===== src/rtl/cmp_bsearch_ctrl_if.sv =====
// -----------------------------------------------------------------------------
// cmp_bsearch_ctrl_if
// Request/response bus between the hash lookup logic (master) and the
// binary-search controller (slave).
//
// Signals:
//   start   master -> slave  begin a search (sampled only while idle)
//   key     master -> slave  16-bit search key, captured on an accepted start
//   busy    slave -> master  high from accepted start until the result
//   done    slave -> master  one-cycle pulse when found/index are valid
//   found   slave -> master  key present in the table
//   index   slave -> master  match index on hit, insertion point on miss
//   probes  slave -> master  DECIDE visits in the current search
//                            (only with CMP_BSEARCH_PROBE_CNT_EN defined)
// -----------------------------------------------------------------------------
interface cmp_bsearch_ctrl_if #(
    parameter int ADDR_W = 4
);
    logic              start;
    logic [15:0]       key;
    logic              busy;
    logic              done;
    logic              found;
    logic [ADDR_W:0]   index;
`ifdef CMP_BSEARCH_PROBE_CNT_EN
    logic [ADDR_W:0]   probes;
`endif

    modport master (
        output start,
        output key,
        input  busy,
        input  done,
        input  found,
        input  index
`ifdef CMP_BSEARCH_PROBE_CNT_EN
        , input probes
`endif
    );

    modport slave (
        input  start,
        input  key,
        output busy,
        output done,
        output found,
        output index
`ifdef CMP_BSEARCH_PROBE_CNT_EN
        , output probes
`endif
    );
endinterface


===== src/rtl/cmp_bsearch_ctrl.sv =====
// -----------------------------------------------------------------------------
// cmp_bsearch_ctrl
// Iterative binary-search controller over a sorted table of 16-bit entries held
// in an external memory. Each probe reads one entry, presents key/entry to the
// downstream compare stage and steers the search window from its one-hot
// result. Reports hit + index, or miss + insertion point (0..DEPTH).
//
// Optional feature macro: CMP_BSEARCH_PROBE_CNT_EN
//   When defined, bus.probes counts DECIDE visits in the current search
//   (cleared on accepted start and on reset, held after done).
//
// Ports:
//   clk         system clock
//   reset       synchronous, active-low reset
//   bus         request/response bus (slave side): start, key, busy, done,
//               found, index [, probes]
//   o_tbl_addr  table read address
//   i_tbl_data  table read data, valid one cycle after o_tbl_addr
//   o_cmp_a     compare operand 0 (key)
//   o_cmp_b     compare operand 1 (table entry)
//   i_cmp_res   compare result: bit2 = a>b, bit1 = a==b, bit0 = a<b
//
// Parameters:
//   DEPTH    number of table entries (power of two, >= 2)
//   ADDR_W   log2(DEPTH)
//   CMP_LAT  cycles from operand update to a valid i_cmp_res (>= 1)
// -----------------------------------------------------------------------------
module cmp_bsearch_ctrl #(
    parameter int DEPTH   = 16,
    parameter int ADDR_W  = 4,
    parameter int CMP_LAT = 1
) (
    input  logic                clk,
    input  logic                reset,
    cmp_bsearch_ctrl_if.slave   bus,
    output logic [ADDR_W-1:0]   o_tbl_addr,
    input  logic [15:0]         i_tbl_data,
    output logic [15:0]         o_cmp_a,
    output logic [15:0]         o_cmp_b,
    input  logic [2:0]          i_cmp_res
);

    // WAIT lasts CMP_LAT-1 cycles; the counter is loaded with CMP_LAT-2 and
    // DECIDE follows the cycle in which it reads zero.
    localparam int                WAIT_W    = (CMP_LAT > 2) ? $clog2(CMP_LAT) : 1;
    localparam logic [WAIT_W-1:0] WAIT_INIT = WAIT_W'((CMP_LAT > 1) ? (CMP_LAT - 2) : 0);
    localparam logic [ADDR_W:0]   HI_INIT   = (ADDR_W + 1)'(DEPTH - 1);

    typedef enum logic [2:0] {
        S_IDLE,
        S_FETCH,
        S_LOAD,
        S_WAIT,
        S_DECIDE,
        S_DONE
    } state_t;

    state_t              r_state;
    logic [15:0]         r_key;
    logic [ADDR_W:0]     r_lo;
    logic [ADDR_W:0]     r_hi;
    logic [ADDR_W:0]     r_mid;
    logic [WAIT_W-1:0]   r_wait;
    logic                r_busy;
    logic                r_done;
    logic                r_found;
    logic [ADDR_W:0]     r_index;
    logic [ADDR_W-1:0]   r_tbl_addr;
    logic [15:0]         r_cmp_a;
    logic [15:0]         r_cmp_b;
`ifdef CMP_BSEARCH_PROBE_CNT_EN
    logic [ADDR_W:0]     r_probes;
`endif

    // Midpoint is formed one bit wider than the window bounds so lo+hi can
    // never wrap, whatever DEPTH is.
    logic [ADDR_W+1:0]   w_sum;
    logic [ADDR_W:0]     w_mid;
    logic [ADDR_W:0]     w_mid_inc;
    logic [ADDR_W:0]     w_mid_dec;

    assign w_sum     = {1'b0, r_lo} + {1'b0, r_hi};
    assign w_mid     = w_sum[ADDR_W+1:1];
    assign w_mid_inc = r_mid + (ADDR_W + 1)'(1);
    assign w_mid_dec = r_mid - (ADDR_W + 1)'(1);

    // Exact one-hot decode of the compare result. Anything that is not
    // exactly "lt" or "eq" (including gt, zero and multi-hot codes) falls
    // through to the gt branch.
    logic [2:0] w_is_bit;
    genvar gi;
    generate
        for (gi = 0; gi < 3; gi++) begin : g_res_decode
            assign w_is_bit[gi] = (i_cmp_res == (3'b001 << gi));
        end
    endgenerate

    logic w_lt;
    logic w_eq;
    assign w_lt = w_is_bit[0];
    assign w_eq = w_is_bit[1];

    // Outcome of the current probe, consumed only in DECIDE.
    logic              w_finish;
    logic              w_res_found;
    logic [ADDR_W:0]   w_res_index;
    logic [ADDR_W:0]   w_lo_next;
    logic [ADDR_W:0]   w_hi_next;

    always_comb begin
        w_finish    = 1'b0;
        w_res_found = 1'b0;
        w_res_index = r_lo;
        w_lo_next   = r_lo;
        w_hi_next   = r_hi;
        if (w_eq) begin
            w_finish    = 1'b1;
            w_res_found = 1'b1;
            w_res_index = r_mid;
        end else if (w_lt) begin
            if (r_mid == '0) begin
                // Key below entry 0: insertion point is the table start.
                w_finish    = 1'b1;
                w_res_index = '0;
            end else begin
                w_hi_next = w_mid_dec;
                if (r_lo > w_mid_dec) begin
                    w_finish    = 1'b1;
                    w_res_index = r_lo;
                end
            end
        end else begin
            w_lo_next = w_mid_inc;
            if (w_mid_inc > r_hi) begin
                // lo may reach DEPTH here: key above every entry.
                w_finish    = 1'b1;
                w_res_index = w_mid_inc;
            end
        end
    end

    always_ff @(posedge clk) begin
        if (!reset) begin
            r_state    <= S_IDLE;
            r_key      <= '0;
            r_lo       <= '0;
            r_hi       <= HI_INIT;
            r_mid      <= '0;
            r_wait     <= '0;
            r_busy     <= 1'b0;
            r_done     <= 1'b0;
            r_found    <= 1'b0;
            r_index    <= '0;
            r_tbl_addr <= '0;
            r_cmp_a    <= '0;
            r_cmp_b    <= '0;
`ifdef CMP_BSEARCH_PROBE_CNT_EN
            r_probes   <= '0;
`endif
        end else begin
            case (r_state)
                S_IDLE: begin
                    if (bus.start) begin
                        r_key   <= bus.key;
                        r_lo    <= '0;
                        r_hi    <= HI_INIT;
                        r_busy  <= 1'b1;
                        r_found <= 1'b0;
`ifdef CMP_BSEARCH_PROBE_CNT_EN
                        r_probes <= '0;
`endif
                        r_state <= S_FETCH;
                    end
                end

                S_FETCH: begin
                    // lo <= hi <= DEPTH-1 here, so mid always fits ADDR_W bits.
                    r_mid      <= w_mid;
                    r_tbl_addr <= w_mid[ADDR_W-1:0];
                    r_state    <= S_LOAD;
                end

                S_LOAD: begin
                    // The only place operands move; the compare stage may
                    // register them freely.
                    r_cmp_a <= r_key;
                    r_cmp_b <= i_tbl_data;
                    if (CMP_LAT > 1) begin
                        r_wait  <= WAIT_INIT;
                        r_state <= S_WAIT;
                    end else begin
                        r_state <= S_DECIDE;
                    end
                end

                S_WAIT: begin
                    if (r_wait == '0) begin
                        r_state <= S_DECIDE;
                    end else begin
                        r_wait <= r_wait - WAIT_W'(1);
                    end
                end

                S_DECIDE: begin
`ifdef CMP_BSEARCH_PROBE_CNT_EN
                    r_probes <= r_probes + (ADDR_W + 1)'(1);
`endif
                    r_lo <= w_lo_next;
                    r_hi <= w_hi_next;
                    if (w_finish) begin
                        r_found <= w_res_found;
                        r_index <= w_res_index;
                        r_done  <= 1'b1;
                        r_busy  <= 1'b0;
                        r_state <= S_DONE;
                    end else begin
                        r_state <= S_FETCH;
                    end
                end

                S_DONE: begin
                    // done is visible for this single cycle; start is not
                    // looked at until IDLE.
                    r_done  <= 1'b0;
                    r_state <= S_IDLE;
                end

                default: begin
                    r_busy  <= 1'b0;
                    r_done  <= 1'b0;
                    r_state <= S_IDLE;
                end
            endcase
        end
    end

    assign bus.busy   = r_busy;
    assign bus.done   = r_done;
    assign bus.found  = r_found;
    assign bus.index  = r_index;
`ifdef CMP_BSEARCH_PROBE_CNT_EN
    assign bus.probes = r_probes;
`endif
    assign o_tbl_addr = r_tbl_addr;
    assign o_cmp_a    = r_cmp_a;
    assign o_cmp_b    = r_cmp_b;

endmodule


===== src/flat_wrapper.sv =====
// flat-port wrapper written by rule: the top's interface ports become plain ports
module cmp_bsearch_ctrl_flat 
#(
    parameter int DEPTH   = 16,
    parameter int ADDR_W  = 4,
    parameter int CMP_LAT = 1
)
  (clk, reset, o_tbl_addr, i_tbl_data, o_cmp_a, o_cmp_b, i_cmp_res, bus_start, bus_key, bus_busy, bus_done, bus_found, bus_index);
  cmp_bsearch_ctrl_if #(.ADDR_W(ADDR_W)) bus_i ();
  input  logic clk;
  input  logic reset;
  output logic [ADDR_W-1:0] o_tbl_addr;
  input  logic [15:0] i_tbl_data;
  output logic [15:0] o_cmp_a;
  output logic [15:0] o_cmp_b;
  input  logic [2:0] i_cmp_res;
  input wire logic [$bits(bus_i.start)-1:0] bus_start;
  input wire logic [$bits(bus_i.key)-1:0] bus_key;
  output wire logic [$bits(bus_i.busy)-1:0] bus_busy;
  output wire logic [$bits(bus_i.done)-1:0] bus_done;
  output wire logic [$bits(bus_i.found)-1:0] bus_found;
  output wire logic [$bits(bus_i.index)-1:0] bus_index;
  assign bus_i.start = bus_start;
  assign bus_i.key = bus_key;
  assign bus_busy = bus_i.busy;
  assign bus_done = bus_i.done;
  assign bus_found = bus_i.found;
  assign bus_index = bus_i.index;
  cmp_bsearch_ctrl #(.DEPTH(DEPTH), .ADDR_W(ADDR_W), .CMP_LAT(CMP_LAT)) u_core (.clk(clk), .reset(reset), .bus(bus_i), .o_tbl_addr(o_tbl_addr), .i_tbl_data(i_tbl_data), .o_cmp_a(o_cmp_a), .o_cmp_b(o_cmp_b), .i_cmp_res(i_cmp_res));
endmodule

===== config.mk =====
export PLATFORM = sky130hd
export DESIGN_NAME = cmp_bsearch_ctrl_flat
export DESIGN_NICKNAME = d
export VERILOG_FILES = /design/src/rtl/cmp_bsearch_ctrl_if.sv /design/src/rtl/cmp_bsearch_ctrl.sv /design/src/flat_wrapper.sv
export SDC_FILE = /design/constraint.sdc
export NUM_CORES = 1
export LEC_CHECK = 0
export CORE_MARGIN = 2
export CORE_UTILIZATION = 53
export CTS_CLUSTER_SIZE = 24
export DETAILED_ROUTE_END_ITERATION = 8
export PLACE_DENSITY = 0.85
export SYNTH_ARGS = -nofsm -noshare
export SYNTH_HDL_FRONTEND = slang
export SYNTH_SLANG_ARGS = --single-unit

===== constraint.sdc =====
create_clock -name clk -period 7.41 [get_ports clk]
set_input_delay 1.482 -clock clk [delete_from_list [all_inputs] [get_ports clk]]
set_output_delay 1.482 -clock clk [all_outputs]
set_load 0.05 [all_outputs]

==> summary.md <==
• **cell-by-cell listing of the critical path** clkdlybuf4s50_1, clkinv_1, buf_4, a21oi_1
• **part of the Yosys area used for sequential elements** 43.4%
• **pin count of the biggest net entering global routing** 33
• **Clock Pin Slew Worst Setup and Hold Paths** 0.08 ns
• **worst slew slack as a fraction of its limit** 29.5%
• **post-cts sizing count** 0
• **worst reg2reg path depth** 11
• **Internal** 0.000656 W
• **top library cells by usage in the layout, fill and taps aside** sky130_fd_sc_hd__nand2_1 (111), sky130_fd_sc_hd__clkdlybuf4s50_1 (81), sky130_fd_sc_hd__dfxtp_1 (74)
• **worst skew pair latency** 0.34 ns
• **Fin Hold WS** 0.455 ns
• **total power draw** 0.000899 W
• **Boundary Pins** 82
• **via count of the first global-routing pass** 3048
• **nature of the critical path endpoint** flip-flop
• **status** complete, no violations
• **aggregate global routing overflow** 0
• **data required time of the critical path** 7.68 ns
• **std cell rows** 29
• **post-synth cell types** 50
• **maximum vdd drop** 157 µV
• **number of antenna diodes** 0
• **fraction of registers with async set or reset after synthesis** 0%
• **EDFF count, synth** 0
• **Synth-to-Final Area Change** 29.9%
• **detail-routed via count per cell** 5.43
• **max incr delay on CP** 0.87 ns
• **initial core utilization** 54.4%
• **Inserted Clock Buffers** 9
• **net count after synthesis** 483
• **final hold viol count** 0
• **Logic pwr share** 14.8%
• **FMAX** 0.276 GHz
• **most frequent standard cell in the layout excluding fill and tap cells** sky130_fd_sc_hd__nand2_1
• **primary flip-flop cell chosen by synthesis mapping** sky130_fd_sc_hd__dfxtp_1
• **number of vias after detailed routing** 3126
• **net switching power** 0.000243 W
• **hold buffer count at CTS** 0
• **maximum level of the CTS H-tree** 3
• **post-synthesis instance total** 427
• **total leakage power** 1.66 nW
• **Final #Nets** 550
• **transition time of the tightest slew-check pin** 1.05 ns
• **Seq cells post-synth** 74
• **antenna violations before repair** 0
• **first-pass GRT wire length** 14400 µm
• **final weighted congestion in routability-driven placement** 0.891
• **critical path endpoint** u_core.o_cmp_a[10]
• **clock tree from TritonCTS** built
• **final worst clock skew** 0.0106 ns
• **wire length per cell** 14.9 µm
• **core region area** 6280 µm²
• **clk sink count** 74
• **cell type of the slowest stage on the worst timing path** sky130_fd_sc_hd__clkdlybuf4s50_1
• **Setup Buffers After CTS** 0
• **max_cap viols** 0
• **full die area** 7100 µm²
• **Placed Cells incl. Taps** 560
• **Setup-failing EPs final** 0
• **proportion of layout cells with a drive suffix above 1** 6.61%
• **DR pass1 iterations** 4
• **Setup Total Neg Slack** 0 ns
• **highest net fanout along the worst path** 32
• **part of the power in registers** 47.1%
• **worst reg2reg setup slack** 4.26 ns
• **total wire length after detailed routing** 8580 µm
• **Detail Route Antenna Nets** 0
• **max-slew violation total from the final report** 0
• **synthesized area per cell** 7.99 µm²
• **fraction of power consumed by the clock network** 38.1%
• **count of buffers inserted at the top-level ports** 81
• **yosys synthesis warning count** 0
• **number of violations reported at the end of detailed-routing iteration 0** 261
• **total half-perimeter wirelength after legalization and detailed placement** 6110 µm
• **RSZ-0062 raised after global routing** no
• **WS Path Type** input pin to flip-flop
• **die span in x** 84.3 µm
• **post-layout min period** 3.63 ns
• **FF-to-FF End** u_core.bus.index[4]
• **top cell family by delay on the critical path** buffers and inverters
• **gr usage total** 25.1%
• **count of cell instances traversed by the critical path** 4
• **Root Driver** sky130_fd_sc_hd__clkbuf_8
• **clock tree buffer depth** 2
• **element type at the critical path start** input pin
• **Critical Path Start** reset
• **Period Utilization, post-route** 49.0%
• **utilization of the core after routing** 70.6%
• **power per cell area** 203 nW/µm²
• **switching share of power** 27.0%
• **Cell Area, Synth** 3410 µm²
• **origin of the critical flop-to-flop path** u_core.r_mid[0]
• **Critical path buffers and inverters** 3
• **class of the tightest hold or removal check** flip-flop to flip-flop
• **final std cells w/o fill** 576
• **vertical die dimension** 84.3 µm
• **CP arrival** 3.89 ns
• **# DRC** 0
[state kept, by name (all words and copies together), names as in the netlist]
register	cells
u_core.r_state	3
u_core.bus.done	1
u_core.r_hi	5
u_core.bus.index	5
u_core.r_key	16
u_core.r_lo	5
u_core.r_mid	5
u_core.bus.busy	1
u_core.o_cmp_b	16
u_core.o_cmp_a	16
u_core.bus.found	1
[routing by layer]
metal  vias to the layer above  global-route usage (%)  share of wire, %
met4                         0                    11.1               2.3
met3                        17                    4.13               6.2
li1                       1576                       -                 -
met2                        94                    41.6                47
met5                         -                       0                 0
met1                      1439                    32.2                44
[worst min path at each step]
stage | cells past startpoint | to | startpoint | slack (ns)
finish | 2 | u_core.o_cmp_a[8] | u_core.o_cmp_a[8] | 0.45
global route | 2 | u_core.r_key[14] | u_core.r_key[14] | 0.47
CTS | 2 | u_core.bus.done | u_core.bus.done | 0.46
detailed placement | 2 | u_core.bus.done | u_core.bus.done | 0.44
global placement | 2 | u_core.o_cmp_a[12] | u_core.r_key[12] | 0.44
floorplan | 2 | u_core.o_cmp_a[0] | u_core.r_key[0] | 0.43
[metrics by stage]
stage	area [µm²]	setup WS, ns
3_5_place_dp	4220	3.46
5_1_grt	4430	3.63
4_1_cts	4430	3.83
3_3_place_gp	4220	3.52
2_1_floorplan	3410	4.63
6_report	4430	3.78
[cells in the mapped netlist (2+ instances only)]
library cell	n	share of area, %
sky130_fd_sc_hd__or2_2	3	0.55
sky130_fd_sc_hd__o21ai_1	3	0.44
sky130_fd_sc_hd__a31oi_1	6	1.1
sky130_fd_sc_hd__and3_1	2	0.37
sky130_fd_sc_hd__nor3b_2	2	0.73
sky130_fd_sc_hd__nand3_1	12	1.8
sky130_fd_sc_hd__nor2_1	19	2.1
sky130_fd_sc_hd__inv_1	14	1.5
sky130_fd_sc_hd__nor2b_1	4	0.73
sky130_fd_sc_hd__o211ai_1	3	0.66
sky130_fd_sc_hd__or3b_2	2	0.51
sky130_fd_sc_hd__nand2_1	111	12
sky130_fd_sc_hd__and2_1	2	0.37
sky130_fd_sc_hd__a21oi_1	63	9.2
sky130_fd_sc_hd__mux2i_1	3	0.88
sky130_fd_sc_hd__dfxtp_1	74	43
sky130_fd_sc_hd__clkbuf_1	18	2.0
sky130_fd_sc_hd__xor2_1	4	1.0
sky130_fd_sc_hd__ha_1	17	6.2
sky130_fd_sc_hd__o22ai_1	3	0.55
sky130_fd_sc_hd__nand2b_1	6	1.1
sky130_fd_sc_hd__a311oi_1	2	0.51
sky130_fd_sc_hd__o21a_1	4	0.88
sky130_fd_sc_hd__a31o_2	2	0.51
sky130_fd_sc_hd__buf_4	4	0.88
sky130_fd_sc_hd__xnor2_1	5	1.3
sky130_fd_sc_hd__nor3_1	6	0.88
sky130_fd_sc_hd__buf_2	3	0.44
sky130_fd_sc_hd__o21ai_0	9	1.3
[worst register-to-register path, delay by kind of cell (launching register included)]
kind | cells | cell delay [ns]
adders and majority gates | 2 | 0.63
buffers and inverters | 1 | 0.12
xor gates and xnor gates | 1 | 0.26
AOI/OAI and AO/OA | 4 | 1.02
DFF | 1 | 0.56
and+or+nand+nor | 3 | 0.43
[logic make-up after synthesis]
group / share of synthesized area, %
muxes: 0.880
DFF: 43.4
buffers and inverters: 5.39
adders and majority gates: 6.82
and+or+nand+nor: 22.3
AOI/OAI and AO/OA: 18.9
xor gates and xnor gates: 2.31
[power by group through the flow]
stage | Sequential, W | Combinational (W) | Clock [W]
after floorplan | 0.000443 | 0.0000735 | 0
after global placement | 0.000432 | 0.000129 | 0
after detailed placement | 0.000432 | 0.000132 | 0
after CTS | 0.000423 | 0.000133 | 0.000345
after global routing | 0.000425 | 0.000145 | 0.000365
final | 0.000423 | 0.000133 | 0.000342
[final cells by class]
type,count,area (µm²)
fillers,495,1840
clock buffers,10,128
well taps,77,96.3
clock inverters,6,90.1
multi-input cells,311,1760
flip-flops and latches,74,1480
repair buffers,83,826
inverters,15,56.3
Power figures use the tool's default switching activity.
